File: src/rtl/imm_extend_pipe.sv
// imm_extend_pipe: immediate extender feeding a 2-entry output FIFO.
// Define IMMEXT_ERRCNT_EN to add the saturating err_count port for reserved-mode transfers.
module imm_extend_pipe #(
  parameter int IN_W  = 16,
  parameter int OUT_W = 32
) (
  input  logic             Clk,
  input  logic             Rst_n,
  input  logic             in_valid,
  output logic             in_ready,
  input  logic [IN_W-1:0]  in_imm,
  input  logic [2:0]       in_mode,
  output logic             out_valid,
  input  logic             out_ready,
  output logic [OUT_W-1:0] out_data,
  output logic             out_err
`ifdef IMMEXT_ERRCNT_EN
  ,
  output logic [7:0]       err_count
`endif
);
  typedef enum logic [1:0] {EMPTY, ONE, FULL} state_t;
  state_t           state_q, state_d;
  logic [OUT_W:0]   head_q, head_d, tail_q, tail_d, ext;
  logic [OUT_W-1:0] sext;
  logic             in_ready_q, in_ready_d, push, pop;
  always_comb begin
    sext = {{(OUT_W-IN_W){in_imm[IN_W-1]}}, in_imm};
    ext  = in_mode[2:1] == 2'b11 ? {1'b1, {OUT_W{1'b0}}} :
           in_mode == 3'b000     ? {1'b0, sext} :
           in_mode == 3'b001     ? {1'b0, {(OUT_W-IN_W){1'b0}}, in_imm} :
           in_mode == 3'b010     ? {1'b0, in_imm, {(OUT_W-IN_W){1'b0}}} :
           in_mode == 3'b011     ? {1'b0, {(OUT_W-8){in_imm[7]}}, in_imm[7:0]} :
           in_mode == 3'b100     ? {1'b0, {(OUT_W-8){1'b0}}, in_imm[7:0]} :
                                   {1'b0, sext[OUT_W-3:0], 2'b00};
  end
  // head always holds the oldest entry so out_data comes straight from a register
  always_comb begin
    push    = in_valid && in_ready_q;
    pop     = state_q != EMPTY && out_ready;
    state_d = state_q;
    head_d  = head_q;
    tail_d  = tail_q;
    case (state_q)
      EMPTY: if (push) begin
        state_d = ONE;
        head_d  = ext;
      end
      ONE: if (push && pop) head_d = ext;
      else if (push) begin
        state_d = FULL;
        tail_d  = ext;
      end else if (pop) state_d = EMPTY;
      FULL: if (pop) begin
        state_d = ONE;
        head_d  = tail_q;
      end
      default: state_d = EMPTY;
    endcase
    in_ready_d = state_d != FULL;
  end
  always_ff @(posedge Clk or negedge Rst_n) begin
    if (!Rst_n) begin
      state_q    <= EMPTY;
      head_q     <= '0;
      tail_q     <= '0;
      in_ready_q <= 1'b0;
    end else begin
      state_q    <= state_d;
      head_q     <= head_d;
      tail_q     <= tail_d;
      in_ready_q <= in_ready_d;
    end
  end
  assign in_ready  = in_ready_q;
  assign out_valid = state_q != EMPTY;
  assign out_data  = head_q[OUT_W-1:0];
  assign out_err   = head_q[OUT_W];
`ifdef IMMEXT_ERRCNT_EN
  logic [7:0] err_cnt_q, err_cnt_d;
  always_comb err_cnt_d = pop && head_q[OUT_W] && err_cnt_q != 8'hFF ? err_cnt_q + 8'd1 : err_cnt_q;
  always_ff @(posedge Clk or negedge Rst_n) begin
    if (!Rst_n) err_cnt_q <= '0;
    else err_cnt_q <= err_cnt_d;
  end
  assign err_count = err_cnt_q;
`endif
endmodule

File: config.mk
export PLATFORM = sky130hd
export DESIGN_NAME = imm_extend_pipe
export DESIGN_NICKNAME = d
export VERILOG_FILES = /design/src/rtl/imm_extend_pipe.sv
export SDC_FILE = /design/constraint.sdc
export NUM_CORES = 1
export LEC_CHECK = 0
export ABC_AREA = 1
export BUFFER_PORTS_ARGS = -buffer_cell sky130_fd_sc_hd__buf_2
export CAP_MARGIN = 20
export CORE_MARGIN = 3
export CORE_UTILIZATION = 50
export CTS_BUF_LIST = sky130_fd_sc_hd__clkbuf_8
export CTS_CLUSTER_SIZE = 10
export DETAILED_ROUTE_END_ITERATION = 10
export PLACE_DENSITY_LB_ADDON = 0.12
export SLEW_MARGIN = 10
export SYNTH_ARGS = -nofsm -noshare
export SYNTH_HDL_FRONTEND = slang
export SYNTH_SLANG_ARGS = --single-unit
export TNS_END_PERCENT = 100
File: constraint.sdc
create_clock -name Clk -period 1.5 [get_ports Clk]
set_input_delay 0.075 -clock Clk [delete_from_list [all_inputs] [get_ports Clk]]
set_output_delay 0.075 -clock Clk [all_outputs]
set_load 0.02 [all_outputs]
-- Yosys cells after proc, flatten, opt, wreduce, memory -nomap -nowiden
Cells that the tools add are included.
- register bits: 69
- input bits: 23
- output and inout bits: 35
- logic and storage cells: 41
- equality and inequality tests: 11
- mux-type cells: 16
- bitwise operators: 1
- reduce and logical (&&, ||, !) cells: 9
- operators with widths (kind ; number):
    2-to-1 mux 32 bit ; 5
    2-to-1 mux 33 bit ; 4
    one-hot mux 33 bit (3 select lines) ; 1
    2-to-1 mux 2 bit ; 5
    != test 2 bit, second input constant ; 4
    == test 3 x 2 -> 1 bit, second input constant ; 2
    one-hot mux 2 bit (3 select lines) ; 1
    == test 2 bit, second input constant ; 2
    AND reduction 4 bit ; 1
    == test 3 x 1 -> 1 bit, second input constant ; 1
    == test 3 bit, second input constant ; 1
    logical AND 1 bit ; 3
    logical NOT 3 bit ; 1
    AND reduction 3 bit ; 1
    nonzero test 3 bit ; 1
    == test 2 x 1 -> 1 bit, second input constant ; 1
    logical NOT 2 bit ; 1
    nonzero test 2 bit ; 1
    NOT 1 bit ; 1

-- Logic depth before layout (Yosys ltp)
- depth in word-level cells: 9
- depth in mapped cells: 10
- depth with buffers taken out: 10

-- Worst setup path before layout
OpenSTA, ideal clock, no wires.
- path type: register to register
- start: reg in_ready_q (netlist: in_ready)
- end: reg tail_q[16]
- library setup time: 0.133 ns
- arrival time: 1.278 ns
- data required time: 1.367 ns
- path slack: 0.089 ns
- cell stages (with the launch flop): 8
- buffers on the path: 2
- clock period less this slack: 1.411 ns
- path through: dfrtp_1 -> nand3_1 -> nor3_2 -> inv_2 -> buf_2 -> buf_2 -> nand2_1 -> o21ai_0
- longest elaborated chain between the ends: 4
- ends and longest elaborated chain (item ; line ; RTL):
    from (decl) ; 26 ; logic in_ready_q, in_ready_d, push, pop;
    from (signal assigned) ; 72 ; in_ready_q <= in_ready_d;
    logical AND 1 bit * ; 39 ; push = in_valid && in_ready_q;
    logical AND 1 bit ; 49 ; ONE: if (push && pop) head_d = ext;
    NOT 1 bit (no line) ; -- ;
    AND reduction 3 bit (no line) * ; -- ;
    to (signal assigned) ; 71 ; tail_q <= tail_d;
    to (decl) ; 24 ; logic [OUT_W:0] head_q, head_d, tail_q, tail_d, ext;
Mark *: on every way between the ends. The rest lies on a longest branch, timed or not.
A chain may end at the register's enable or synchronous reset.

-- Worst setup path after layout
- start: reg state_q[1]
- end: reg tail_q[21]
- longest elaborated chain between the ends: 5
- elaborated cells on any way between the ends: 6
- classes of those cells: eq/ne: 1; bitwise: 1; reduce/logical: 4
- ends and longest elaborated chain (item ; line ; RTL):
    from (decl) ; 23 ; state_t state_q, state_d;
    from (signal assigned) ; 69 ; state_q <= state_d;
    nonzero test 2 bit ; 40 ; pop = state_q != EMPTY && out_ready;
    logical AND 1 bit ; 40 ;
    logical AND 1 bit ; 49 ;
    NOT 1 bit (no line) ; -- ;
    AND reduction 3 bit (no line) * ; -- ;
Marked as above.

==> summary.md <==
| Metric | Value |
|---|---|
| Status | `finished clean` |
| Startpoint Class | `register` |
| Post-layout util | `61.2%` |
| Worst-path clk slew | `0.07 ns` |
| Slowest CP cell | `dfrtp_1` |
| Clock buffer depth | `2` |
| Fmax | `706 MHz` |
| Number of CTS-inserted buffers | `9` |
| Setup crit start | `state_q[1]` |
| Worst Reg2Reg Path Length in Cells | `7` |
| Req. time, crit path | `1.72 ns` |
| Detail Route Antenna Nets | `0` |
| Die Height | `90.3 um` |
| Clock sink count | `69` |
| Initial antenna violation count | `0` |
| CP top delay family | `flip-flops` |
| WP data arrival | `1.63 ns` |
| Sequential fraction of the synthesis area | `48.6%` |
| CTS tree | `yes` |
| Final setup violation count | `0` |
| Final critical-path share of the clock period | `94.4%` |
| Drt pass-1 iters | `5` |
| Register bit total from synthesis | `69` |
| Power density over the cells | `1930 mW/mm^2` |
| VDD IR max | `0.847 mV` |
| Count of cell types in the netlist | `28` |
| Worst rel slew slack | `66.6%` |
| Gp weighted congestion | `0.840` |
| Share of layout cells above drive strength 1 | `19.7%` |
| RSZ-0062 raised after global routing | `yes` |
| Reg2reg setup slack | `0.08 ns` |
| Syn Nets | `494` |
| Ports | `58` |
| Hold Worst Slack | `0.0375 ns` |
| Clock latency on the worst-skew pair | `0.34 ns` |
| NumNets Final | `552` |
| Via count | `3181` |
| Global-route usage over all layers | `21.6%` |
| Final Skew | `0.00803 ns` |
| Critical path buffer and inverter count | `3` |
| Total die area | `0.00815 sq mm` |
| Crit Path Category | `reg -> reg` |
| Slew Limit Fails | `0` |
| Post-CTS setup buffers | `0` |
| Critical path peak fanout | `39` |
| Max cap viols | `0` |
| Drt drc | `0` |
| Hold Path End | `head_q[0]` |
| I/O Buffers | `57` |
| Pin count of the biggest net entering global routing | `70` |
| CP Cell Sequence | `inv_2 -> nand3_2 -> nor3_4 -> inv_4 -> buf_12 -> nand2_1 -> o21ai_0` |
| Hold Vio Cnt, Final | `0` |
| Max incr delay on CP | `0.40 ns` |
| HP Class | `in -> reg` |
| Starting Density | `52.0%` |
| H-Tree Depth | `3` |
| Final HPWL DP | `5850 um` |
| Row cnt | `30` |
| Worst slew pin tran | `0.499 ns` |
| CP Capture Type | `register` |
| Die Span X | `90.3 um` |
| Core area | `0.00683 sq mm` |
| WL final | `8310 um` |
| Inserted Diodes | `0` |
| CTS root buf | `clkbuf_8` |
| Cell Area, Synth | `0.00355 sq mm` |
| Vias per cell | `5.07` |
| Total gr overflow | `0` |
| Tmin final | `1.42 ns` |
| Hold Crit Start | `in_imm[0]` |
| WL/cell | `13.2 um` |
| Synthesis Warnings | `0` |
| Leakage | `2.28 nW` |
| First-pass GRT wire length | `14100 um` |
| Vias in the first global route | `2964` |
| Worst R2R Start | `state_q[1]` |
| Worst hold path depth | `3` |
| Iteration-0 DRC Markers | `116` |
| Avg Inst Size Synth | `7.54 sq um` |
| Area growth syn-to-layout | `17.8%` |
| Mapped Cells | `471` |
| Worst flop-to-flop path endpoint | `tail_q[21]` |
==> per-stage QoR <==
stage	total power, mW	instances	setup TNS [ns]	area [sq um]	setup slack, ns
final	8.05	628	0	4180	0.0840
after global routing	8.73	628	-0.116	4180	-0.0506
after CTS	8.09	627	0	4150	0.0274
after detailed placement	6.62	612	0	3960	0.0615
after global placement	6.53	612	0	3960	0.124
after floorplan	5.53	471	0	3550	0.0885
==> layout make-up <==
cell class	instances	area, sq um
clock buffers	10	138
flip-flops and latches	69	1730
repair buffers	68	420
fillers	657	2650
well taps	96	120
clock inverters	4	42.5
multi-input cells	356	1640
inverters	25	98.8
==> routing by layer <==
metal / part of all wire, % / routed length (um) / global-route usage, %
met5: 0 / 0 / 0
met4: 2.0 / 163 / 9.18
met2: 46 / 3780 / 33.2
met3: 4.9 / 404 / 3.58
met1: 48 / 3960 / 30.3
==> flip-flops by register name, indices dropped and copies added, names as in the netlist <==
register  cells
head_q       33
in_ready      1
state_q       2
tail_q       33
==> cells by family after synthesis <==
group | Yosys count | share of synthesized area (%)
AND/OR/NAND/NOR | 255 | 29.4
AO/OA/AOI/OAI | 100 | 15.9
flip-flops | 69 | 48.6
buffers and inverters | 47 | 6.03
==> how the worst max path moves through the flow <==
| stage | to | slack (ns) | cells past startpoint |
|---|---|---|---|
| 6_report | tail_q[21] | 0.08 | 7 |
| 3_3_place_gp | head_q[4] | 0.12 | 8 |
| 3_5_place_dp | tail_q[18] | 0.06 | 6 |
| 4_1_cts | tail_q[2] | 0.03 | 7 |
| 2_1_floorplan | tail_q[16] | 0.09 | 7 |
| 5_1_grt | tail_q[21] | -0.05 | 7 |
==> synth_stat cells, drive strengths merged <==
cell type / n / share of area, %
a21oi: 28 / 3.9
a22o: 1 / 0.25
a31oi: 1 / 0.18
buf: 18 / 3.0
clkbuf: 4 / 0.42
dfrtp: 69 / 49
inv: 25 / 2.6
nand2: 177 / 20
nand3: 8 / 1.3
nand4: 2 / 0.35
nor2: 67 / 8.0
nor3: 1 / 0.28
o211ai: 8 / 2.1
o21a: 3 / 0.63
o21ai: 56 / 8.2
o21bai: 2 / 0.42
o31ai: 1 / 0.21
==> worst min-delay path, delay by kind of cell <==
family / cells / cell delay (ns)
compound gates: 1 / 0.07
buf+inv: 1 / 0.12
simple gates: 1 / 0.08
==> where the power goes <==
| part | switching [mW] | leakage [nW] | total [mW] | internal, mW |
|---|---|---|---|---|
| logic | 2.24 | 1.32 | 3.48 | 1.24 |
| clock network | 0.644 | 0.101 | 1.42 | 0.780 |
| registers | 0.429 | 0.866 | 3.15 | 2.72 |
==> cell usage in the layout, fill, tap and decap left out, types with 10 or more instances in the layout <==
master and count:
o21ai_1 21, a21oi_1 28, buf_2 57, dfrtp_1 69
inv_1 20, o21ai_0 34, nor2_1 64, nand2_1 168
clkbuf_8 10
==> what timing repair did <==
item | CTS | global route
endpoints found under the setup margin | 0 | 32
hold endpoints to repair | 69 | 0
hold buffers | 1 | 0
resized for setup | 0 | 9
Power figures use the tool's default switching activity.
